File: config.mk
export PLATFORM = sky130hd
export DESIGN_NAME = hazard_controller_flat
export DESIGN_NICKNAME = d
export VERILOG_FILES = /design/src/rtl/hazard_controller_if.sv /design/src/rtl/hazard_controller.sv /design/src/flat_wrapper.sv
export SDC_FILE = /design/constraint.sdc
export NUM_CORES = 1
export LEC_CHECK = 0
export BUFFER_PORTS_ARGS = -buffer_cell sky130_fd_sc_hd__buf_2
export CORE_ASPECT_RATIO = 1.4
export CORE_MARGIN = 3
export CORE_UTILIZATION = 54
export CTS_CLUSTER_DIAMETER = 200
export DETAILED_ROUTE_END_ITERATION = 8
export GPL_ROUTABILITY_DRIVEN = 0
export GPL_TIMING_DRIVEN = 0
export PLACE_DENSITY = 0.78
export SYNTH_ARGS = -nofsm -noshare
export SYNTH_HDL_FRONTEND = slang
export SYNTH_SLANG_ARGS = --single-unit
File: constraint.sdc
create_clock -name clk -period 2.3 [get_ports clk]
set_clock_uncertainty 0.05 [all_clocks]
set_input_delay 0.345 -clock clk [delete_from_list [all_inputs] [get_ports clk]]
set_output_delay 0.345 -clock clk [all_outputs]
set_load 0.01 [all_outputs]
File: src/rtl/hazard_controller_if.sv
// Hazard controller handshake bundle: decode-stage hazard info and memory/branch status toward the
// controller, pipeline-register enables, flushes and ALU forwarding selects back to the datapath.
interface hazard_controller_if #(
    parameter int unsigned REG_W = 5
);
    logic             id_valid;
    logic [REG_W-1:0] id_rs;
    logic [REG_W-1:0] id_rt;
    logic             id_uses_rt;
    logic [REG_W-1:0] id_wr_reg;
    logic             id_regwrite;
    logic             id_memread;
    logic             id_memwrite;
    logic             ex_branch_taken;
    logic             mem_ack;

    logic             pc_en;
    logic             ifid_en;
    logic             ifid_flush;
    logic             idex_en;
    logic             idex_flush;
    logic             exmem_en;
    logic             memwb_en;
    logic [1:0]       fwd_a;
    logic [1:0]       fwd_b;
    logic             mem_req;
    logic             mem_err;

    // Datapath side: presents decode info and memory/branch status, consumes controls.
    modport master (
        output id_valid, id_rs, id_rt, id_uses_rt, id_wr_reg, id_regwrite, id_memread, id_memwrite,
        output ex_branch_taken, mem_ack,
        input  pc_en, ifid_en, ifid_flush, idex_en, idex_flush, exmem_en, memwb_en,
        input  fwd_a, fwd_b, mem_req, mem_err
    );

    // Controller side.
    modport slave (
        input  id_valid, id_rs, id_rt, id_uses_rt, id_wr_reg, id_regwrite, id_memread, id_memwrite,
        input  ex_branch_taken, mem_ack,
        output pc_en, ifid_en, ifid_flush, idex_en, idex_flush, exmem_en, memwb_en,
        output fwd_a, fwd_b, mem_req, mem_err
    );
endinterface

File: src/rtl/hazard_controller.sv
// 5-stage pipeline hazard controller: shadow EX/MEM/WB tracking, memory-wait stall, branch flush,
// load-use stall and ALU forwarding. Define HAZARD_FORWARDING_EN to enable forwarding; otherwise RAW stalls.
module hazard_controller #(
    parameter int unsigned REG_W       = 5,
    parameter int unsigned MEM_TIMEOUT = 15
) (
    input logic                clk,
    input logic                rst,
    hazard_controller_if.slave hif
);
    localparam int unsigned CNT_W = 8;

    typedef struct packed {
        logic             valid;
        logic [REG_W-1:0] rs;
        logic [REG_W-1:0] rt;
        logic [REG_W-1:0] rd;
        logic             regwrite;
        logic             memread;
        logic             memwrite;
    } shadow_t;

    typedef enum logic [0:0] {
        RUN      = 1'b0,
        MEM_WAIT = 1'b1
    } state_t;

    state_t           state_q, state_d;
    logic [CNT_W-1:0] cnt_q, cnt_d;
    logic             err_q, err_d;
    shadow_t          ex_q, mem_q, wb_q;
    shadow_t          id_c;

    logic       pc_en_c, ifid_en_c, ifid_flush_c, idex_en_c, idex_flush_c, exmem_en_c, memwb_en_c;
    logic       mem_req_c, mem_op_c, mem_stall_c, load_use_c, data_stall_c;
    logic [1:0] fwd_a_c, fwd_b_c;
    logic       unused_shadow;

    // True when stage s holds a real destination that the decode instruction reads.
    function automatic logic reads_dest(input shadow_t s, input logic [REG_W-1:0] rs,
                                        input logic [REG_W-1:0] rt, input logic uses_rt);
        return s.valid && (s.rd != '0) && ((s.rd == rs) || (uses_rt && (s.rd == rt)));
    endfunction

    always_comb begin
        id_c          = '0;
        id_c.valid    = hif.id_valid;
        id_c.rs       = hif.id_rs;
        id_c.rt       = hif.id_rt;
        id_c.rd       = hif.id_wr_reg;
        id_c.regwrite = hif.id_regwrite;
        id_c.memread  = hif.id_memread;
        id_c.memwrite = hif.id_memwrite;
    end

    assign mem_op_c   = mem_q.valid && (mem_q.memread || mem_q.memwrite);
    assign load_use_c = hif.id_valid && ex_q.memread
                        && reads_dest(ex_q, hif.id_rs, hif.id_rt, hif.id_uses_rt);

`ifdef HAZARD_FORWARDING_EN
    // EX/MEM result wins over MEM/WB; a bubble in EX never forwards.
    function automatic logic [1:0] fwd_sel(input shadow_t e, input shadow_t m, input shadow_t w,
                                           input logic [REG_W-1:0] src);
        logic [1:0] sel;
        sel = 2'b00;
        if (e.valid) begin
            if (m.valid && m.regwrite && (m.rd != '0) && (m.rd == src)) begin
                sel = 2'b10;
            end else if (w.valid && w.regwrite && (w.rd != '0) && (w.rd == src)) begin
                sel = 2'b01;
            end
        end
        return sel;
    endfunction

    assign fwd_a_c      = rst ? fwd_sel(ex_q, mem_q, wb_q, ex_q.rs) : 2'b00;
    assign fwd_b_c      = rst ? fwd_sel(ex_q, mem_q, wb_q, ex_q.rt) : 2'b00;
    assign data_stall_c = load_use_c;
`else
    logic raw_c;

    // Without forwarding, any in-flight writer of a decode source holds decode until it retires.
    assign raw_c = hif.id_valid
                   && ((ex_q.regwrite  && reads_dest(ex_q,  hif.id_rs, hif.id_rt, hif.id_uses_rt))
                    || (mem_q.regwrite && reads_dest(mem_q, hif.id_rs, hif.id_rt, hif.id_uses_rt))
                    || (wb_q.regwrite  && reads_dest(wb_q,  hif.id_rs, hif.id_rt, hif.id_uses_rt)));

    assign fwd_a_c      = 2'b00;
    assign fwd_b_c      = 2'b00;
    assign data_stall_c = load_use_c || raw_c;
`endif

    // Next state and control outputs; a memory stall overrides branch and data hazards.
    always_comb begin
        state_d      = state_q;
        cnt_d        = cnt_q;
        err_d        = err_q;
        mem_stall_c  = 1'b0;
        pc_en_c      = 1'b1;
        ifid_en_c    = 1'b1;
        ifid_flush_c = 1'b0;
        idex_en_c    = 1'b1;
        idex_flush_c = 1'b0;
        exmem_en_c   = 1'b1;
        memwb_en_c   = 1'b1;
        mem_req_c    = mem_op_c;

        case (state_q)
            RUN: begin
                if (mem_op_c && !hif.mem_ack) begin
                    mem_stall_c = 1'b1;
                    state_d     = MEM_WAIT;
                    cnt_d       = CNT_W'(1);
                end
            end
            MEM_WAIT: begin
                if (hif.mem_ack || (cnt_q == CNT_W'(MEM_TIMEOUT))) begin
                    state_d = RUN;
                    cnt_d   = '0;
                    if (!hif.mem_ack) begin
                        err_d = 1'b1;
                    end
                end else begin
                    mem_stall_c = 1'b1;
                    cnt_d       = cnt_q + CNT_W'(1);
                end
            end
            default: begin
                state_d = RUN;
                cnt_d   = '0;
            end
        endcase

        // The release cycle falls through to normal priority so a held branch or load-use is honoured.
        if (mem_stall_c) begin
            pc_en_c    = 1'b0;
            ifid_en_c  = 1'b0;
            idex_en_c  = 1'b0;
            exmem_en_c = 1'b0;
            memwb_en_c = 1'b0;
        end else if (hif.ex_branch_taken) begin
            ifid_flush_c = 1'b1;
            idex_flush_c = 1'b1;
        end else if (data_stall_c) begin
            pc_en_c      = 1'b0;
            ifid_en_c    = 1'b0;
            idex_flush_c = 1'b1;
        end

        if (!rst) begin
            pc_en_c      = 1'b0;
            ifid_en_c    = 1'b0;
            ifid_flush_c = 1'b1;
            idex_en_c    = 1'b0;
            idex_flush_c = 1'b1;
            exmem_en_c   = 1'b0;
            memwb_en_c   = 1'b0;
            mem_req_c    = 1'b0;
        end
    end

    // State register and shadow pipeline; shadows move in lockstep with EX/MEM.
    always_ff @(posedge clk) begin
        if (!rst) begin
            state_q <= RUN;
            cnt_q   <= '0;
            err_q   <= 1'b0;
            ex_q    <= '0;
            mem_q   <= '0;
            wb_q    <= '0;
        end else begin
            state_q <= state_d;
            cnt_q   <= cnt_d;
            err_q   <= err_d;
            if (exmem_en_c) begin
                wb_q  <= mem_q;
                mem_q <= ex_q;
                ex_q  <= (idex_en_c && !idex_flush_c) ? id_c : '0;
            end
        end
    end

    assign unused_shadow = ^{ex_q, mem_q, wb_q};

    assign hif.pc_en      = pc_en_c;
    assign hif.ifid_en    = ifid_en_c;
    assign hif.ifid_flush = ifid_flush_c;
    assign hif.idex_en    = idex_en_c;
    assign hif.idex_flush = idex_flush_c;
    assign hif.exmem_en   = exmem_en_c;
    assign hif.memwb_en   = memwb_en_c;
    assign hif.fwd_a      = fwd_a_c;
    assign hif.fwd_b      = fwd_b_c;
    assign hif.mem_req    = mem_req_c;
    assign hif.mem_err    = err_q;
endmodule

File: src/flat_wrapper.sv
// flat-port wrapper written by rule: the top's interface ports become plain ports
module hazard_controller_flat 
#(
    parameter int unsigned REG_W       = 5,
    parameter int unsigned MEM_TIMEOUT = 15
)
  (clk, rst, hif_id_valid, hif_id_rs, hif_id_rt, hif_id_uses_rt, hif_id_wr_reg, hif_id_regwrite, hif_id_memread, hif_id_memwrite, hif_ex_branch_taken, hif_mem_ack, hif_pc_en, hif_ifid_en, hif_ifid_flush, hif_idex_en, hif_idex_flush, hif_exmem_en, hif_memwb_en, hif_fwd_a, hif_fwd_b, hif_mem_req, hif_mem_err);
  hazard_controller_if #(.REG_W(REG_W)) hif_i ();
  input logic clk;
  input logic rst;
  input wire logic [$bits(hif_i.id_valid)-1:0] hif_id_valid;
  input wire logic [$bits(hif_i.id_rs)-1:0] hif_id_rs;
  input wire logic [$bits(hif_i.id_rt)-1:0] hif_id_rt;
  input wire logic [$bits(hif_i.id_uses_rt)-1:0] hif_id_uses_rt;
  input wire logic [$bits(hif_i.id_wr_reg)-1:0] hif_id_wr_reg;
  input wire logic [$bits(hif_i.id_regwrite)-1:0] hif_id_regwrite;
  input wire logic [$bits(hif_i.id_memread)-1:0] hif_id_memread;
  input wire logic [$bits(hif_i.id_memwrite)-1:0] hif_id_memwrite;
  input wire logic [$bits(hif_i.ex_branch_taken)-1:0] hif_ex_branch_taken;
  input wire logic [$bits(hif_i.mem_ack)-1:0] hif_mem_ack;
  output wire logic [$bits(hif_i.pc_en)-1:0] hif_pc_en;
  output wire logic [$bits(hif_i.ifid_en)-1:0] hif_ifid_en;
  output wire logic [$bits(hif_i.ifid_flush)-1:0] hif_ifid_flush;
  output wire logic [$bits(hif_i.idex_en)-1:0] hif_idex_en;
  output wire logic [$bits(hif_i.idex_flush)-1:0] hif_idex_flush;
  output wire logic [$bits(hif_i.exmem_en)-1:0] hif_exmem_en;
  output wire logic [$bits(hif_i.memwb_en)-1:0] hif_memwb_en;
  output wire logic [$bits(hif_i.fwd_a)-1:0] hif_fwd_a;
  output wire logic [$bits(hif_i.fwd_b)-1:0] hif_fwd_b;
  output wire logic [$bits(hif_i.mem_req)-1:0] hif_mem_req;
  output wire logic [$bits(hif_i.mem_err)-1:0] hif_mem_err;
  assign hif_i.id_valid = hif_id_valid;
  assign hif_i.id_rs = hif_id_rs;
  assign hif_i.id_rt = hif_id_rt;
  assign hif_i.id_uses_rt = hif_id_uses_rt;
  assign hif_i.id_wr_reg = hif_id_wr_reg;
  assign hif_i.id_regwrite = hif_id_regwrite;
  assign hif_i.id_memread = hif_id_memread;
  assign hif_i.id_memwrite = hif_id_memwrite;
  assign hif_i.ex_branch_taken = hif_ex_branch_taken;
  assign hif_i.mem_ack = hif_mem_ack;
  assign hif_pc_en = hif_i.pc_en;
  assign hif_ifid_en = hif_i.ifid_en;
  assign hif_ifid_flush = hif_i.ifid_flush;
  assign hif_idex_en = hif_i.idex_en;
  assign hif_idex_flush = hif_i.idex_flush;
  assign hif_exmem_en = hif_i.exmem_en;
  assign hif_memwb_en = hif_i.memwb_en;
  assign hif_fwd_a = hif_i.fwd_a;
  assign hif_fwd_b = hif_i.fwd_b;
  assign hif_mem_req = hif_i.mem_req;
  assign hif_mem_err = hif_i.mem_err;
  hazard_controller #(.REG_W(REG_W), .MEM_TIMEOUT(MEM_TIMEOUT)) u_core (.clk(clk), .rst(rst), .hif(hif_i));
endmodule
Yosys cells after proc, flatten, opt, wreduce, memory -nomap -nowiden:

Index checks and enable logic that the tools add are counted.

* register bits: 35
* latch bits: 0
* memory bits (writable): 0
* memory bits (read-only): 0
* logic and storage cells: 80
* memories: 0

* $add $sub $neg: 1
* $mul: 0
* div/mod/pow operators: 0
* order comparisons: 0
* equal/unequal tests: 8
* shift-type cells: 0
* muxes and demuxes: 21
* bitwise operators: 2
* reduce and logical (&&, ||, !) cells: 32

Operator list (count)
* 5-bit equality test: 6
* 19-bit two-way mux: 1
* 1-bit logical AND: 18
* 1-bit two-way mux: 16
* 8-bit two-way mux: 2
* 8-bit one-hot mux with 2 select lines: 1
* 5-bit nonzero test: 3
* 8-bit by 1-bit adder with 8-bit output (second input constant): 1
* 8-bit by 4-bit equality test with 1-bit output (second input constant): 1
* 1-bit logical OR: 8
* 3-bit AND reduction: 1
* 1-bit logical NOT: 2
* 2-bit by 1-bit != test with 1-bit output (second input constant): 1
* 1-bit inverter: 2
* 1-bit one-hot mux with 2 select lines: 1

Depth between registers and ports, before layout:

* depth in word-level cells: 16
* mapped depth: 9
* gate-level depth less buffers: 6

Least setup slack after synthesis:

No wires, ideal clock.

* path kind: register to output
* from: register u_core.cnt_q[0]
* to: output hif_pc_en
* data arrival time: 1928 ps
* data required time: 1905 ps
* setup slack: -23 ps
* cell stages (with the launch flop): 10
* path buffers: 3
* cells stage by stage: dfxtp_1 -> ha_1 -> and3_1 -> clkbuf_1 -> a21oi_2 -> nor3_4 -> buf_6 -> o21ai_1 -> o21ai_1 -> buf_4

* longest elaborated chain between the ends: 6

RTL lines
* start, declared: line hazard_controller.sv:29 `logic [CNT_W-1:0] cnt_q, cnt_d;`
* start signal, assigned: line hazard_controller.sv:173 `cnt_q <= cnt_d;`
* 8-bit by 4-bit equality test with 1-bit output: line hazard_controller.sv:117 `if (hif.mem_ack || (cnt_q == CNT_W'(MEM_TIMEOUT))) begin`
* 1-bit logical OR: line hazard_controller.sv:117
* 1-bit two-way mux: line hazard_controller.sv:117
* 1-bit one-hot mux with 2 select lines: line hazard_controller.sv:108 `case (state_q)`
* 1-bit two-way mux (2 in series)
* end, declared: line flat_wrapper.sv:21 `output wire logic [$bits(hif_i.pc_en)-1:0] hif_pc_en;`

Every way passes these cells.

Final worst setup path:

* from: register u_core.wb_q[6] (netlist bit)
* to: output hif_pc_en

* longest elaborated chain between the ends: 12

RTL lines
* start, declared: line hazard_controller.sv:31 `shadow_t ex_q, mem_q, wb_q;`
* start signal, assigned: line hazard_controller.sv:176 `wb_q <= mem_q;`
* 5-bit equality test: line hazard_controller.sv:42 `return s.valid && (s.rd != '0) && ((s.rd == rs) || (uses_rt && (s.rd == rt)));`
* 1-bit logical AND: line hazard_controller.sv:42
* 1-bit logical OR: line hazard_controller.sv:42
* 1-bit logical AND *: line hazard_controller.sv:42
* 1-bit logical AND *: line hazard_controller.sv:86 `|| (wb_q.regwrite && reads_dest(wb_q, hif.id_rs, hif.id_rt, hif.id_uses_rt)));`
* 1-bit logical OR *: line hazard_controller.sv:86
* 1-bit logical AND *: line hazard_controller.sv:84 `&& ((ex_q.regwrite && reads_dest(ex_q, hif.id_rs, hif.id_rt, hif.id_uses_rt))`
* 1-bit logical OR *: line hazard_controller.sv:90 `assign data_stall_c = load_use_c || raw_c;`
* 1-bit two-way mux *: line hazard_controller.sv:144 `end else if (data_stall_c) begin`
* 1-bit two-way mux *: line hazard_controller.sv:141 `end else if (hif.ex_branch_taken) begin`
* 1-bit two-way mux *: line hazard_controller.sv:135 `if (mem_stall_c) begin`
* 1-bit two-way mux *: line hazard_controller.sv:150 `if (!rst) begin`

Every way passes the cells marked *; elsewhere a longest branch is shown, timed or not.

==> impl_metrics.json <==
{
  "synth-xor-area-share_pct": 14.1,
  "synth_edf_count": 0,
  "cts_tree": "built",
  "reg2reg_from": "u_core.cnt_q[1]$_SDFFE_PN0P_",
  "port_buffers": 32,
  "setup_violations": 3,
  "core-area_mm2": 0.00321,
  "drtPass1Iterations": 4,
  "hold_start": "rst",
  "pin_count": 37,
  "fin_crit_sh_pct": 105,
  "drv_slew": 0,
  "cts_made_buffers": 5,
  "drt_wl_total_mm": 5.20,
  "drv_cap": 0,
  "clock-sinks": 35,
  "dpl.hpwl_mm": 3.12,
  "dp_slack_ns": -0.254,
  "drt_iter0_drc": 78,
  "fmax_mhz": 413,
  "via_per_inst": 5.92,
  "drtAntennaViolNets": 0,
  "min_path_type": "input pin to flop",
  "initial_utilization_pct": 57.8,
  "crit_top_cell": "buf_4",
  "reg2reg_slack_ns": 0.32,
  "grt_pass1_wl_mm": 7.76,
  "rows": 24,
  "critPathMaxFanout": 3,
  "ys_dominant_reg_cell": "dfxtp_1",
  "cp.required_ns": 1.90,
  "dr_total_vias": 1824,
  "worstPathArrival_ns": 2.03,
  "die_area_mm2": 0.00419,
  "synthCells": 204,
  "use_met1_pct": 26.3,
  "dpl.cell_count": 278,
  "drive_above_1_share_pct": 38.7,
  "cts-root-buf": "clkbuf_8",
  "power.density_mw_per_mm2": 512,
  "wire_per_inst_um": 16.9,
  "final_cells": 308,
  "synth_top_family_by_area": "compound AO/OA/AOI/OAI gates",
  "r2r-end": "u_core.ex_q[3]$_SDFFE_PN0P_",
  "async_flop_share_pct": 0,
  "synth_adder_area_share_pct": 0.673,
  "crit_chain": "or4_4, o2111ai_2, o22ai_2, buf_4, o21ai_2, buf_4, buf_6",
  "rr_worst_depth": 9,
  "worstSetupStartpointType": "flop",
  "violations": "setup timing",
  "htree_levels": 2,
  "worst_pin_slew_ns": 0.513,
  "cts_buffer_depth": 2,
  "cts_hold_buf": 0,
  "synth_seq_area_share_pct": 37.7,
  "grt_util_all_layers_pct": 23.8,
  "critPathMaxStageDelay_ns": 0.55,
  "hold_end": "u_core.cnt_q[0]$_SDFFE_PN0P_",
  "use_met2_pct": 44.1,
  "layout_commonest_cell": "buf_2",
  "max-slew-margin-rel_pct": 65.8,
  "diodes": 0,
  "worst-path-buf-inv": 3,
  "grt_overflow_total": 0,
  "crit_slowest_cell": "or4_4",
  "end_kind": "primary output",
  "area_growth_pct": 35.8,
  "ys_seq_elements": 35,
  "crit_family": "simple AND/OR/NAND/NOR gates",
  "peakVddDrop_mv": 0.586,
  "synthesis.area_mm2": 0.00186,
  "grt_pass1_vias": 1629,
  "clock_latency_ns": 0.30,
  "power_leakage_uw": 0.00109,
  "synth.distinct_cells": 41,
  "critPathKind": "flop to primary output",
  "final_nets": 293,
  "ys_warn_count": 0,
  "grt_max_degree": 13,
  "die_x_um": 55.6,
  "rsz0062_at_grt": "true",
  "use_met3_pct": 5.25,
  "status": "finished, violations left",
  "synth_simple_gate_area_share_pct": 15.2,
  "clk_pin_slew_ns": 0.07,
  "hold_depth": 2,
  "die_h_um": 75.4,
  "fin_crit_ns": 2.42,
  "syn_area_per_cell_um2": 9.11,
  "synth-compound-area-share_pct": 25.8,
  "grt_antenna_before_repair": 0,
  "top_usage_layer": "met2",
  "mostFrequentLayoutCells": "buf_2 (31), buf_4 (29), xor2_1 (27)",
  "drc": 0,
  "hold_violations": 0,
  "muxShareOfSynthArea_pct": 0,
  "post-route-worst-setup-slack_ns": -0.124
}
## registers in the layout, indices dropped and copies added, names as in the netlist
signal and flops:
u_core.cnt_q 8, u_core.ex_q 9, u_core.hif.mem_err 1, u_core.mem_q 9, u_core.state_q 1, u_core.wb_q 7
## layer usage
metal / vias to the layer above / routed length (um)
met4: 0 / 192
li1: 870 / -
met1: 886 / 2050
met3: 18 / 235
met5: - / 0
met2: 50 / 2730
## worst max path at each step
stage               slack [ns]                    startpoint   endpoint  cells after the start
floorplan                 0.03  u_core.cnt_q[0]$_SDFFE_PN0P_  hif_pc_en                      9
global placement         -0.24  u_core.cnt_q[0]$_SDFFE_PN0P_  hif_pc_en                     10
detailed placement       -0.25  u_core.cnt_q[0]$_SDFFE_PN0P_  hif_pc_en                     10
CTS                      -0.07   u_core.wb_q[6]$_SDFFE_PN0P_  hif_pc_en                      7
global route             -0.20  u_core.cnt_q[1]$_SDFFE_PN0P_  hif_pc_en                      9
finish                   -0.12   u_core.wb_q[6]$_SDFFE_PN0P_  hif_pc_en                      7
## through the flow
step	power [uW]	TNS (ns)	area [um^2]	hold slack, ns	utilization (%)
4_1_cts	1270	-0.108	2370	0.238	73.9
6_report	1290	-0.253	2520	0.238	78.5
2_1_floorplan	711	0	1870	0.376	-
3_3_place_gp	761	-0.785	2080	0.386	64.8
3_5_place_dp	764	-0.833	2080	0.393	64.8
5_1_grt	1340	-0.631	2520	0.246	78.5
## cell families (layout without fill, tap and decap cells)
| group | after synthesis | after routing |
|---|---|---|
| buf+inv | 19 | 81 |
| simple gates | 53 | 53 |
| compound gates | 65 | 65 |
| xor+xnor | 30 | 30 |
| flops | 35 | 35 |
| other cells | 1 | 4 |
| fa+ha+maj | 1 | 1 |
## worst register-to-register path: stages, from the launching register on
cell	delay (ns)
dfxtp_1	0.37
ha_2	0.21
and3_4	0.20
a21oi_4	0.07
nor3_4	0.28
buf_4	0.16
buf_4	0.09
buf_4	0.14
o2111ai_1	0.14
o21ai_1	0.19
## where the power goes
part	internal, uW	leakage, uW	total, uW	switching, uW
registers	612	0.000288	624	11.8
clock network	273	0.0000515	501	228
logic	84.4	0.000753	166	81.5
total	970	0.00109	1290	321
## cell type report
type                    instances  area [um^2]
clock buffers                   8          100
well taps                      39         48.8
plain buffers                  17          145
inverters                       1         3.75
flip-flops and latches         35          717
fillers                       212          689
repair buffers                 55          368
multi-input cells             153         1140
## what timing repair did
item	CTS	global route
setup buffers	13	9
pin swaps	11	2
gates resized for setup	30	15
endpoints found under the setup margin	7	7
cloned	0	1
## cells in the mapped netlist, types with 2 or more instances
cell type  number  area share, %
o21ai_0         6            1.6
dfxtp_1        35             38
a22o_1         16            7.5
nor2_1         16            3.2
or4_1           2           0.81
o21ai_1        11            3.0
nor3b_1         2           0.81
buf_2           7            1.9
a32oi_1         3            1.4
nand2_1        14            2.8
buf_4           8            3.2
o2111ai_1      12            5.7
nor4_1          3            1.0
o22ai_1         2           0.67
a21oi_1         4            1.1
nor3_1          5            1.3
xor2_1         27             13
a311oi_1        2           0.94
xnor2_1         3            1.4
clkbuf_1        2           0.40
nand3b_1        2           0.81
and3_1          3            1.0
No activity file was read; power rests on OpenSTA's default activity.
